`src/rtl/mv_tile_ctrl.sv`:
```
// mv_tile_ctrl: job sequencer for the matrix-vector co-accelerator.
// Streams cfg_k weight/vector reads per tile into the PE core, waits out
// read + PE latency, then writes one result row; repeats for cfg_tiles tiles.
module mv_tile_ctrl #(
  parameter int unsigned ARRAY_SIZE = 32,
  parameter int unsigned MAX_K      = 256,
  parameter int unsigned W_AW       = 10,
  parameter int unsigned V_AW       = 10,
  parameter int unsigned O_AW       = 5,
  parameter int unsigned RD_LAT     = 1,
  parameter int unsigned PE_LAT     = 2,
  parameter int unsigned CW         = $clog2(MAX_K + 1)
) (
  input  logic            clk,
  input  logic            srst,
  input  logic            start,
  input  logic            abort,
  input  logic [CW-1:0]   cfg_k,
  input  logic [O_AW:0]   cfg_tiles,
  input  logic [W_AW-1:0] cfg_w_base,
  input  logic [V_AW-1:0] cfg_v_base,
  input  logic [O_AW-1:0] cfg_o_base,
  output logic            busy,
  output logic            done,
  output logic            aborted,
  output logic            err_cfg,
  output logic [W_AW-1:0] sram_w_raddr,
  output logic [V_AW-1:0] sram_v_raddr,
  output logic            alu_start,
  output logic [CW-1:0]   cycle_num,
  output logic            outcome_we,
  output logic [O_AW-1:0] outcome_waddr,
  output logic [O_AW:0]   tile_idx
);

  localparam int unsigned TW        = O_AW + 1;
  localparam int unsigned DRAIN_LEN = RD_LAT + PE_LAT;
  localparam int unsigned DW        = $clog2(DRAIN_LEN + 1);
  // Degenerate parameter sets make every config illegal instead of misbehaving.
  localparam bit          PARAM_OK  = (ARRAY_SIZE > 0) && (RD_LAT >= 1);

  typedef enum logic [1:0] {S_IDLE, S_ISSUE, S_DRAIN, S_WRITE} state_t;

  state_t          state_q, state_d;
  logic [CW-1:0]   beat_q, beat_d;
  logic [DW-1:0]   drain_q, drain_d;
  logic [TW-1:0]   tile_d;
  logic [W_AW-1:0] w_d;
  logic [V_AW-1:0] v_d;
  logic [CW-1:0]   k_q, k_d;
  logic [TW-1:0]   tiles_q, tiles_d;
  logic [V_AW-1:0] v_base_q, v_base_d;
  logic [O_AW-1:0] o_base_q, o_base_d;
  logic            busy_d, done_d, aborted_d, err_d;
  logic            iss_q, iss_d;
  logic [CW-1:0]   num_q, num_d;
  logic            we_d;
  logic [O_AW-1:0] waddr_d;
  logic            flush;
  logic            cfg_legal;

  // Read-latency delay line carrying issue-valid and beat number to the PE.
  logic [RD_LAT-1:0] dl_v;
  logic [CW-1:0]     dl_n [RD_LAT];

  assign alu_start = dl_v[RD_LAT-1];
  assign cycle_num = dl_n[RD_LAT-1];

  // Next-state, counter and next-output logic.
  always_comb begin
    state_d   = state_q;
    beat_d    = beat_q;
    drain_d   = drain_q;
    tile_d    = tile_idx;
    w_d       = sram_w_raddr;
    v_d       = sram_v_raddr;
    k_d       = k_q;
    tiles_d   = tiles_q;
    v_base_d  = v_base_q;
    o_base_d  = o_base_q;
    done_d    = 1'b0;
    aborted_d = 1'b0;
    err_d     = 1'b0;
    flush     = 1'b0;

    cfg_legal = PARAM_OK &&
                (cfg_k != '0) && (cfg_k <= CW'(MAX_K)) &&
                (cfg_tiles != '0) && (cfg_tiles <= TW'(2 ** O_AW));

    if (state_q != S_IDLE && abort) begin
      state_d   = S_IDLE;
      aborted_d = 1'b1;
      flush     = 1'b1;
    end else begin
      unique case (state_q)
        S_IDLE: begin
          if (start && !abort) begin
            if (cfg_legal) begin
              state_d  = S_ISSUE;
              beat_d   = '0;
              tile_d   = '0;
              w_d      = cfg_w_base;
              v_d      = cfg_v_base;
              k_d      = cfg_k;
              tiles_d  = cfg_tiles;
              v_base_d = cfg_v_base;
              o_base_d = cfg_o_base;
            end else begin
              err_d = 1'b1;
            end
          end
        end
        S_ISSUE: begin
          if (beat_q == k_q - CW'(1)) begin
            state_d = S_DRAIN;
            drain_d = '0;
          end else begin
            beat_d = beat_q + CW'(1);
            w_d    = sram_w_raddr + W_AW'(1);
            v_d    = sram_v_raddr + V_AW'(1);
          end
        end
        S_DRAIN: begin
          if (drain_q == DW'(DRAIN_LEN - 1)) begin
            state_d = S_WRITE;
          end else begin
            drain_d = drain_q + DW'(1);
          end
        end
        S_WRITE: begin
          if (tile_idx + TW'(1) < tiles_q) begin
            state_d = S_ISSUE;
            beat_d  = '0;
            tile_d  = tile_idx + TW'(1);
            w_d     = sram_w_raddr + W_AW'(1);
            v_d     = v_base_q;
          end else begin
            state_d = S_IDLE;
            done_d  = 1'b1;
          end
        end
        default: state_d = S_IDLE;
      endcase
    end

    busy_d  = (state_d != S_IDLE);
    iss_d   = (state_d == S_ISSUE);
    num_d   = iss_d ? beat_d + CW'(1) : '0;
    we_d    = (state_d == S_WRITE);
    waddr_d = we_d ? o_base_q + tile_d[O_AW-1:0] : '0;
  end

  // State, configuration and registered outputs.
  always_ff @(posedge clk) begin
    if (srst) begin
      state_q       <= S_IDLE;
      beat_q        <= '0;
      drain_q       <= '0;
      k_q           <= '0;
      tiles_q       <= '0;
      v_base_q      <= '0;
      o_base_q      <= '0;
      iss_q         <= 1'b0;
      num_q         <= '0;
      busy          <= 1'b0;
      done          <= 1'b0;
      aborted       <= 1'b0;
      err_cfg       <= 1'b0;
      sram_w_raddr  <= '0;
      sram_v_raddr  <= '0;
      outcome_we    <= 1'b0;
      outcome_waddr <= '0;
      tile_idx      <= '0;
    end else begin
      state_q       <= state_d;
      beat_q        <= beat_d;
      drain_q       <= drain_d;
      k_q           <= k_d;
      tiles_q       <= tiles_d;
      v_base_q      <= v_base_d;
      o_base_q      <= o_base_d;
      iss_q         <= iss_d;
      num_q         <= num_d;
      busy          <= busy_d;
      done          <= done_d;
      aborted       <= aborted_d;
      err_cfg       <= err_d;
      sram_w_raddr  <= w_d;
      sram_v_raddr  <= v_d;
      outcome_we    <= we_d;
      outcome_waddr <= waddr_d;
      tile_idx      <= tile_d;
    end
  end

  // Delay line shift; reset and abort both empty it so no stray beats reach the PE.
  always_ff @(posedge clk) begin
    if (srst || flush) begin
      dl_v <= '0;
      for (int i = 0; i < int'(RD_LAT); i++) dl_n[i] <= '0;
    end else begin
      dl_v[0] <= iss_q;
      dl_n[0] <= num_q;
      for (int i = 1; i < int'(RD_LAT); i++) begin
        dl_v[i] <= dl_v[i-1];
        dl_n[i] <= dl_n[i-1];
      end
    end
  end

endmodule

```
`config.mk`:
```
export PLATFORM = sky130hd
export DESIGN_NAME = mv_tile_ctrl
export DESIGN_NICKNAME = d
export VERILOG_FILES = /design/src/rtl/mv_tile_ctrl.sv
export SDC_FILE = /design/constraint.sdc
export NUM_CORES = 1
export LEC_CHECK = 0
export ABC_AREA = 1
export ABC_CLOCK_PERIOD_IN_PS = 3600
export CAP_MARGIN = 20
export CORE_MARGIN = 8
export CORE_UTILIZATION = 40
export DETAILED_ROUTE_END_ITERATION = 16
export PLACE_DENSITY = 0.68
export SYNTH_ARGS = -nofsm -noshare
export SYNTH_HDL_FRONTEND = slang
export SYNTH_SLANG_ARGS = --single-unit
```
`constraint.sdc`:
```
create_clock -name clk -period 3.6 [get_ports clk]
set_clock_uncertainty 0.2 [all_clocks]
set_input_delay 0.72 -clock clk [delete_from_list [all_inputs] [get_ports clk]]
set_output_delay 0.72 -clock clk [all_outputs]
set_load 0.01 [all_outputs]
```
After elaboration in Yosys (flattened, before gate mapping)
Memory sizes are Yosys's and may differ from the RTL's.
Cells that the tools add are included.
- $add $sub $neg: 8
- magnitude comparators: 3
- equal/unequal tests: 13
- multiplexer cells: 39
- bitwise operators: 6
- reductions and logical operators: 24
- operators with widths (cell ; number):
    10-bit two-way mux ; 8
    10-bit one-hot mux with 3 select lines ; 2
    9-bit two-way mux ; 6
    9-bit one-hot mux with 3 select lines ; 1
    10-bit by 1-bit adder with 10-bit output (second input constant) ; 2
    9-bit by 1-bit adder with 9-bit output (second input constant) ; 2
    6-bit two-way mux ; 3
    2-bit two-way mux ; 7
    2-bit != test (second input constant) ; 6
    6-bit one-hot mux with 2 select lines ; 1
    9-bit equality test ; 1
    9-bit <= comparator (second input constant) ; 1
    9-bit nonzero test ; 1
    9-bit OR reduction ; 1
    9-bit by 1-bit subtractor with 9-bit output (second input constant) ; 1
    2-bit equality test (second input constant) ; 4
    1-bit two-way mux ; 8
    2-bit one-hot mux with 4 select lines ; 1
    4-bit AND reduction ; 2
    2-bit nonzero test ; 4
    6-bit by 1-bit adder with 6-bit output (second input constant) ; 1
    6-bit <= comparator (second input constant) ; 1
    6-bit < comparator ; 1
    1-bit NOT ; 6
    other kinds (16) ; 22
- bits in registers: 90
- memory bits (writable): 9
- input bits: 44
- output and inout bits: 46
- memories kept: 1
- memories (name ; words ; width ; read ports ; clocked after memory_dff ; wr ports ; RTL line ; text):
    dl_n ; 1 ; 9 ; 1 ; 0 ; 1 ; 64 ; logic [CW-1:0] dl_n [RD_LAT];

Logic depth before layout (Yosys ltp)
Gate-level depths: netlist (run 1).
- word-level depth: 11
- depth in mapped cells: 22
- mapped depth without buffers: 22

Worst setup path before layout (run 1)
OpenSTA, ideal clock, no wires.
- kind: register to register
- start point: register tile_idx[0]
- end point: register outcome_waddr[4]
- setup time: 0.116 ns
- arrival: 3.406 ns
- path slack: -0.121 ns
- cell stages (with the launch flop): 23
- buffers on the path: 0
- path through: dfxtp_1 nand3_1 nor3b_1 xor2_1 ha_1 a21oi_1 o21a_1 nand2_1 nor2_1 inv_1 nor2_1 or2_2 inv_1 a21oi_1 ha_1 inv_1 fa_1 nor2_1 o21ai_0 nand2_1 xor2_1 xor2_1 nor2_1
- elaborated cells between the ends (all ways): 14
- those cells by class: add/sub: 2; order compare: 1; eq/ne: 1; mux: 8; bitwise: 1; reduce/logical: 1
- RTL lines (what ; RTL line ; text):
    from (decl) ; 33 ; output logic [O_AW:0] tile_idx
    from (signal assigned) ; 192 ; tile_idx <= tile_d;
    6-bit by 1-bit adder with 6-bit output ; 131, 134 ;
    6-bit < comparator ; 131 ; if (tile_idx + TW'(1) < tiles_q) begin
    6-bit two-way mux ; 131 ;
    6-bit one-hot mux with 2 select lines ; 95 ; unique case (state_q)
    5-bit two-way mux (*) ; 90 ; if (state_q != S_IDLE && abort) begin
    named net tile_d[0] ; 47 ; logic [TW-1:0] tile_d;
    5-bit adder (*) ; 150 ; waddr_d = we_d ? o_base_q + tile_d[O_AW-1:0] : '0;
    to (signal assigned) ; 191 ; outcome_waddr <= waddr_d;
    to (decl) ; 32 ; output logic [O_AW-1:0] outcome_waddr,
The timed path passes the listed nets; every way through them passes the cells marked *. The select of a mux whose other input is x is not followed.
A chain may end at the register's enable or synchronous reset.

Final worst setup path (run 1)
Ends and elaborated chain as after synthesis.

==> out/results.ini, run 1 <==
[run_status]
run_status=finished, final reports clean

[cells_and_area]
fill_cells=1298
antenna_cells=0
fin_util_pct=53.87
syn2layout_area_growth_pct=32.34
drive_gt1_share_pct=14.32
finalNonFillerCells=1077
fin_nets=961

[cts]
cts_tree=yes
clk_latency_ps=360
postCtsHoldBufs=0
clock_sinks=99
root_buffer=clkbuf_16
path_clk_slew_ps=70
ctsLongestPathBuffers=2
cts_made_buffers=9
cts.htree.levels=3

[floorplan]
coreArea_um2=13140
die_h_um=131.6
dieArea_um2=17330
placementRows=42
start_util_pct=40.70
die_w_um=131.6
io_pins=90

[setup_path]
crit_family=simple AND/OR/NAND/NOR gates
crit_top_cell=inv_2
crit_chain=nand3_4 > nor3b_2 > xor2_1 > ha_1 > a21oi_1 > o21a_1 > nand2_2 > nor2_2 > inv_2 > nor2_4 > or2_2 > inv_2 > a21oi_2 > ha_2 > inv_2 > fa_2 > nor2_2 > o21ai_0 > nand2_1 > xor2_2 > xor2_1 > nor2_1
critPathSlowestCell=dfxtp_4
worstSetupPathType=flop to flop
ff2ff_path_depth=22
end_kind=flop
start_kind=flop
critPathBufInv=3
ff2ff_setup_slack_ps=50
timing.rr.end=outcome_waddr[4]
worstReg2RegStart=tile_idx[0]
worstPathArrival_ps=3590
max_stage_delay_ps=380
cp.required_ps=3640
path_max_fanout=3

[global_route]
grt_use_total_pct=15.84
grt_pass1_vias=4942
grt_antenna_before_repair=0
grt_max_degree=48
grt_pass1_wl_um=22870
grt_overflow_total=0

[drt]
vias=5229
antenna_left=0
drcViolationCount=0
firstDrtPassIters=5
totalWireLength_um=13920
viasPerCell=4.855
drt_iter0_drc=253
wl_per_cell_um=12.92

[timing]
worst_pin_slew_ps=684.3
fin_crit_ps=3548
post-route-period-util_pct=98.55
rsz0062_at_grt=true
hold_violations=0
setup_viol=0
slew_viol_final=0
slew_headroom_pct=54.21
fmax_ghz=0.2819
finalSetupTns_ps=0

[yosys]
synth_edf_count=0
syn_nets=842
synth_top_area_share_pct=37.06
yosysWarnings=0
yosys.area_share.simple_pct=29.01
syn_avg_cell_area_um2=6.882
synth_compound_area_share_pct=16.28
synth_cell_type_count=40
yosysTopAreaCell=dfxtp_1
ys_seq_elements=99
synth_common_cells=nand2_1, nor2_1, inv_1, dfxtp_1, o21ai_0
muxShareOfSynthArea_pct=0
synth-async-reset-ratio_pct=0
synth_adder_area_share_pct=5.054
syn_inst=777
synthFlopType=dfxtp_1
synthMostInstantiatedCell=nand2_1
netlist_area_um2=5348
synth_top_family_by_area=simple AND/OR/NAND/NOR gates
synth-xor-area-share_pct=3.112
ys_seq_area_share_pct=37.06
synthTopCellsByArea=dfxtp_1, nand2_1, nor2_1, inv_1, o21ai_0

[place]
placed_cells=1054
port_buffers=89
gp_congestion=0.8552
place_hpwl_um=10440

[pwr]
ir_drop_v=0.0003596
clkPwrFrac_pct=26.3
switchingPower_w=0.001370
total_power_w=0.003621
pwr-share-comb_pct=36.3
intPower_w=0.002251
power.density_nw_per_um2=511.7
seqPwrFrac_pct=37.4
p_sw_share_pct=37.84
p_leak_nw=3.068

[min_path]
holdPathStages=2
min_from=num_q[7]
hold_end=dl_n[0][7]
min_path_type=flop to flop

[flow_run]
maxCapViolations=0

-- what timing repair did --
action	in CTS	in global routing
pin swaps	6	7
setup endpoints to repair	1	3
buffers inserted	5	2
endpoints found under the hold margin	0	0
resized for setup	8	18
-- through the flow --
step,area (µm²),hold slack [ps],setup slack (ps)
finish,7077,210.4,52.16
floorplan,5353,193.6,2.515
global placement,6640,197.5,-233.9
global route,7077,223.5,-163.3
CTS,6994,212.9,3.426
detailed placement,6640,201.2,-260.6
-- power by group through the flow --
stage	clock network (W)	logic (W)	registers (W)
after CTS	0.000985	0.00130	0.00136
after floorplan	0	0.000772	0.00140
after global routing	0.00102	0.00147	0.00137
after global placement	0	0.00128	0.00138
final	0.000951	0.00131	0.00136
after detailed placement	0	0.00129	0.00138
-- cell type report --
class | count | area, µm² | share of cell area [%]
clock buffer | 9 | 225.2 | 3.182
timing repair buffer | 133 | 1221 | 17.26
tap | 176 | 220.2 | 3.112
sequential | 99 | 1991 | 28.13
inverter | 108 | 405.4 | 5.728
clock inverter | 7 | 66.31 | 0.9371
multi-input combinational | 545 | 2948 | 41.65
-- worst reg2reg max path, stage by stage (launching register included) --
cell     delay (ps)
dfxtp_4         380
nand3_4          80
nor3b_2         180
xor2_1          220
ha_1            280
a21oi_1         130
o21a_1          150
nand2_2          70
nor2_2          100
inv_2            60
nor2_4           80
or2_2           110
inv_2            30
a21oi_2         120
ha_2            200
inv_2            40
fa_2            360
nor2_2          110
o21ai_0          80
nand2_1         100
xor2_2          160
xor2_1          160
nor2_1           50
-- sequential cells by signal, summed over array words and instances (netlist names) --
name / count
num_q: 9
outcome_we: 1
sram_v_raddr: 10
beat_q: 9
sram_w_raddr: 10
alu_start: 1
o_base_q: 5
iss_q: 1
aborted: 1
v_base_q: 10
k_q: 9
drain_q: 2
err_cfg: 1
busy: 1
dl_n: 9
state_q: 2
tiles_q: 6
outcome_waddr: 5
tile_idx: 6
done: 1
-- logic make-up after synthesis --
group,after synthesis
fa+ha+maj,21
buf+inv,133
flops,99
xor+xnor,19
simple gates,344
compound gates,161
-- cell usage in the layout, fill, tap and decap left out, types with 4 or more instances in the layout --
| cell | count |
|---|---|
| buf_4 | 44 |
| nand3_1 | 31 |
| nand2_4 | 6 |
| nor3_1 | 7 |
| inv_2 | 10 |
| nand4_1 | 9 |
| xor2_1 | 14 |
| nor2_4 | 6 |
| a22oi_1 | 8 |
| dfxtp_1 | 96 |
| nor2_2 | 10 |
| o21ai_0 | 71 |
| nand2_2 | 15 |
| a21oi_1 | 66 |
| xnor2_1 | 4 |
| nand2_1 | 144 |
| clkbuf_16 | 9 |
| clkdlybuf4s50_1 | 89 |
| nor2_1 | 100 |
| ha_1 | 18 |
| o21ai_1 | 4 |
| nand3_2 | 5 |
| inv_1 | 97 |
-- metal layers --
layer	vias to the layer above	global-route usage, %	part of all wire (%)
met5	-	0	0
met4	0	5.807	1.9
met3	19	4.726	5.5
met2	118	27.19	49
met1	2357	18.24	44
li1	2735	-	-
-- worst max-delay path by stage --
stage | startpoint | to | slack (ps) | cells past startpoint
global route | tile_idx[0] | outcome_waddr[4] | -160 | 22
floorplan | tile_idx[1] | outcome_waddr[4] | 3 | 20
finish | tile_idx[0] | outcome_waddr[4] | 50 | 22
detailed placement | cfg_k[2] | outcome_waddr[4] | -260 | 19
global placement | cfg_k[2] | outcome_waddr[4] | -230 | 19
CTS | tile_idx[0] | outcome_waddr[2] | 3 | 23
(Power assumes the default switching activity.)
==> run 2, diff against run 1 <==
--- a/config.mk
+++ b/config.mk
@@ -11,6 +11,7 @@
 export CORE_MARGIN = 8
 export CORE_UTILIZATION = 40
 export DETAILED_ROUTE_END_ITERATION = 16
+export GPL_TIMING_DRIVEN = 0
 export PLACE_DENSITY = 0.68
 export SYNTH_ARGS = -nofsm -noshare
 export SYNTH_HDL_FRONTEND = slang
==> run 2 against run 1 <==
  * The run now ends with negative setup slack left
  * Power is 4.3% higher
  * Fmax is 4.2% lower
  * Register-to-register slack worse by 150 ps
  * Critical endpoint unchanged
  * Largest cell class unchanged
  * Largest power group is now combinational cells
==> out/results.ini, run 2 (synthesis results as in run 1) <==
[run_status]
run_status=finished, violations left
violations=negative setup slack

[setup_path]
crit_chain=nand3_4 > nor3b_2 > xor2_1 > ha_1 > a21oi_2 > o21a_1 > nand2_2 > nor2_2 > inv_2 > nor2_4 > or2_4 > inv_2 > a21oi_2 > ha_2 > inv_2 > fa_2 > nor2_4 > o21ai_2 > nand2_1 > xor2_1 > xor2_1 > nor2_1
end_kind=flop
critPathSlowestCell=dfxtp_4
max_stage_delay_ps=370  ; about the same
worstPathArrival_ps=3750  ; +160 ps
start_kind=flop
path_max_fanout=3  ; unchanged
worstSetupPathType=flop to flop
cp.required_ps=3650  ; about the same

[cells_and_area]
final_cell_mix=nand2_1, nor2_1, inv_1, dfxtp_1, clkdlybuf4s50_1
reg_top3=sram_v_raddr x10, sram_w_raddr x10, v_base_q x10
antenna_cells=0  ; unchanged
final_common_cell=nand2_1
drive_gt1_share_pct=14.05  ; -0.27 points
syn2layout_area_growth_pct=33.11
fin_nets=971  ; +1.0%
finalNonFillerCells=1087  ; +0.93%

[place]
place_hpwl_um=11120  ; +6.5%
gp_congestion=0.8731  ; +2.1%
placed_cells=1041  ; -1.2%
place_worst_setup_slack_ps=-463.6  ; -202.9 ps
port_buffers=88  ; -1.1%

[cts]
clock_sinks=99  ; unchanged
path_clk_slew_ps=70  ; about the same
cts_tree=yes
root_buffer=clkbuf_16
ctsLongestPathBuffers=2  ; unchanged
cts.htree.levels=3  ; unchanged
cts_made_buffers=9  ; unchanged
clk_latency_ps=360  ; about the same

[timing]
rsz0062_at_grt=true
setup_viol=10  ; +10
post-route-period-util_pct=102.8  ; +4.3 points
slew_headroom_pct=48.22  ; -6.0 points
worst_pin_slew_ps=773.9  ; +89.55 ps
fmax_ghz=0.2702  ; -4.2%
slew_viol_final=0  ; unchanged
fin_crit_ps=3702  ; +153.7 ps
fin_ws_ps=-101.5  ; -153.7 ps
hold_violations=0  ; unchanged

[pwr]
ir_drop_v=0.0003368  ; -6.3%
clkPwrFrac_pct=27.2  ; +0.9 points
intPower_w=0.002334  ; +3.7%
p_sw_share_pct=38.19  ; +0.35 points
seqPwrFrac_pct=35.9  ; -1.5 points
pwr-share-comb_pct=37.0  ; +0.7 points
power.density_nw_per_um2=530.4  ; +3.7%
p_leak_nw=3.072  ; +0.11%
switchingPower_w=0.001442  ; +5.2%
total_power_w=0.003776  ; +4.3%

[min_path]
min_path_type=flop to flop

[floorplan]
placementRows=42  ; unchanged
io_pins=90  ; unchanged
die_w_um=131.6  ; unchanged
start_util_pct=40.70  ; unchanged
coreArea_um2=13140  ; unchanged
dieArea_um2=17330  ; unchanged
die_h_um=131.6  ; unchanged

[global_route]
grt_antenna_before_repair=0  ; unchanged
grt_use_total_pct=17.30  ; +1.5 points
grt_pass1_vias=5143  ; +4.1%
grt_pass1_wl_um=24730  ; +8.1%
grt_max_degree=19  ; -60%
grt_overflow_total=0  ; unchanged

[drt]
firstDrtPassIters=5  ; unchanged
vias=5287  ; +1.1%
totalWireLength_um=15220  ; +9.3%
wl_per_cell_um=14.00  ; +8.3%
viasPerCell=4.864  ; +0.18%
drt_iter0_drc=367  ; +45%
drcViolationCount=0  ; unchanged
antenna_left=0  ; unchanged

[flow_run]
maxCapViolations=0  ; unchanged

-- run 2: changes by cell type in the layout (fill, tap and decap cells not counted), sizes merged --
cell           change
clkbuf            +21
buf               -10
clkinvlp           -2
bufinv             +1
clkdlybuf4s50      -1
clkinv             +1
-- run 2: worst paths after layout --
kind	slack, ps	start	depth (start not counted)	to
setup reg to reg	-100	tile_idx[0]	22	outcome_waddr[4]
hold / removal	210	num_q[4]	2	dl_n[0][4]
setup / recovery	-100	tile_idx[0]	22	outcome_waddr[4]
hold reg to reg	210	num_q[4]	2	dl_n[0][4]
-- run 2: cell type report --
cell class,count,area [µm²]
fillers,1307,6020
repair buffers,118,1122
inverters,108,405.4
flip-flops and latches,99,1994
multi-input cells,545,2965
clock buffers,9,225.2
clock inverters,7,83.83
well taps,176,220.2
plain buffers,25,101.3
-- run 2: critical path, delay by kind of cell (launching register included) --
family                   cells  cell delay, ps
AO/OA/AOI/OAI                4             470
flip-flops                   1             370
AND/OR/NAND/NOR              9             940
adder cells (fa/ha/maj)      3             870
buffers and inverters        3             130
XOR/XNOR                     3             620
-- run 2: power groups by stage --
stage                     clock network (W)  logic, W  registers (W)
after detailed placement                  0   0.00129        0.00138
after floorplan                           0  0.000772        0.00140
final                               0.00103   0.00140        0.00135
after CTS                           0.00104   0.00131        0.00135
after global placement                    0   0.00128        0.00138
after global routing                0.00109   0.00155        0.00137
-- run 2: timing repair --
| action | CTS | global route |
|---|---|---|
| hold buffers | 0 | 0 |
| buffers inserted | 25 | 5 |
| pin swaps | 17 | 16 |
| resized for setup | 21 | 25 |
| gates cloned | 0 | 0 |
| setup endpoints to repair | 2 | 14 |
-- run 2: layer usage --
metal | share of wire, % | up-vias | global-route usage [%]
li1 | - | 2745 | -
met1 | 43 | 2397 | 19.48
met2 | 49 | 123 | 30.12
met3 | 6.1 | 22 | 5.069
met4 | 2.1 | 0 | 6.828
met5 | 0 | - | 0
-- run 2: stage by stage --
stage                     util, %  hold WS [ps]  TNS [ps]  cell area (µm²)
after floorplan                 -         193.6         0             5353
after global placement      49.12         196.0    -567.8             6454
after detailed placement    49.12         197.4    -615.3             6454
after CTS                   53.36         209.3    -111.5             7010
after global routing        54.18         224.8     -1958             7118
final                       54.18         207.7    -434.3             7118
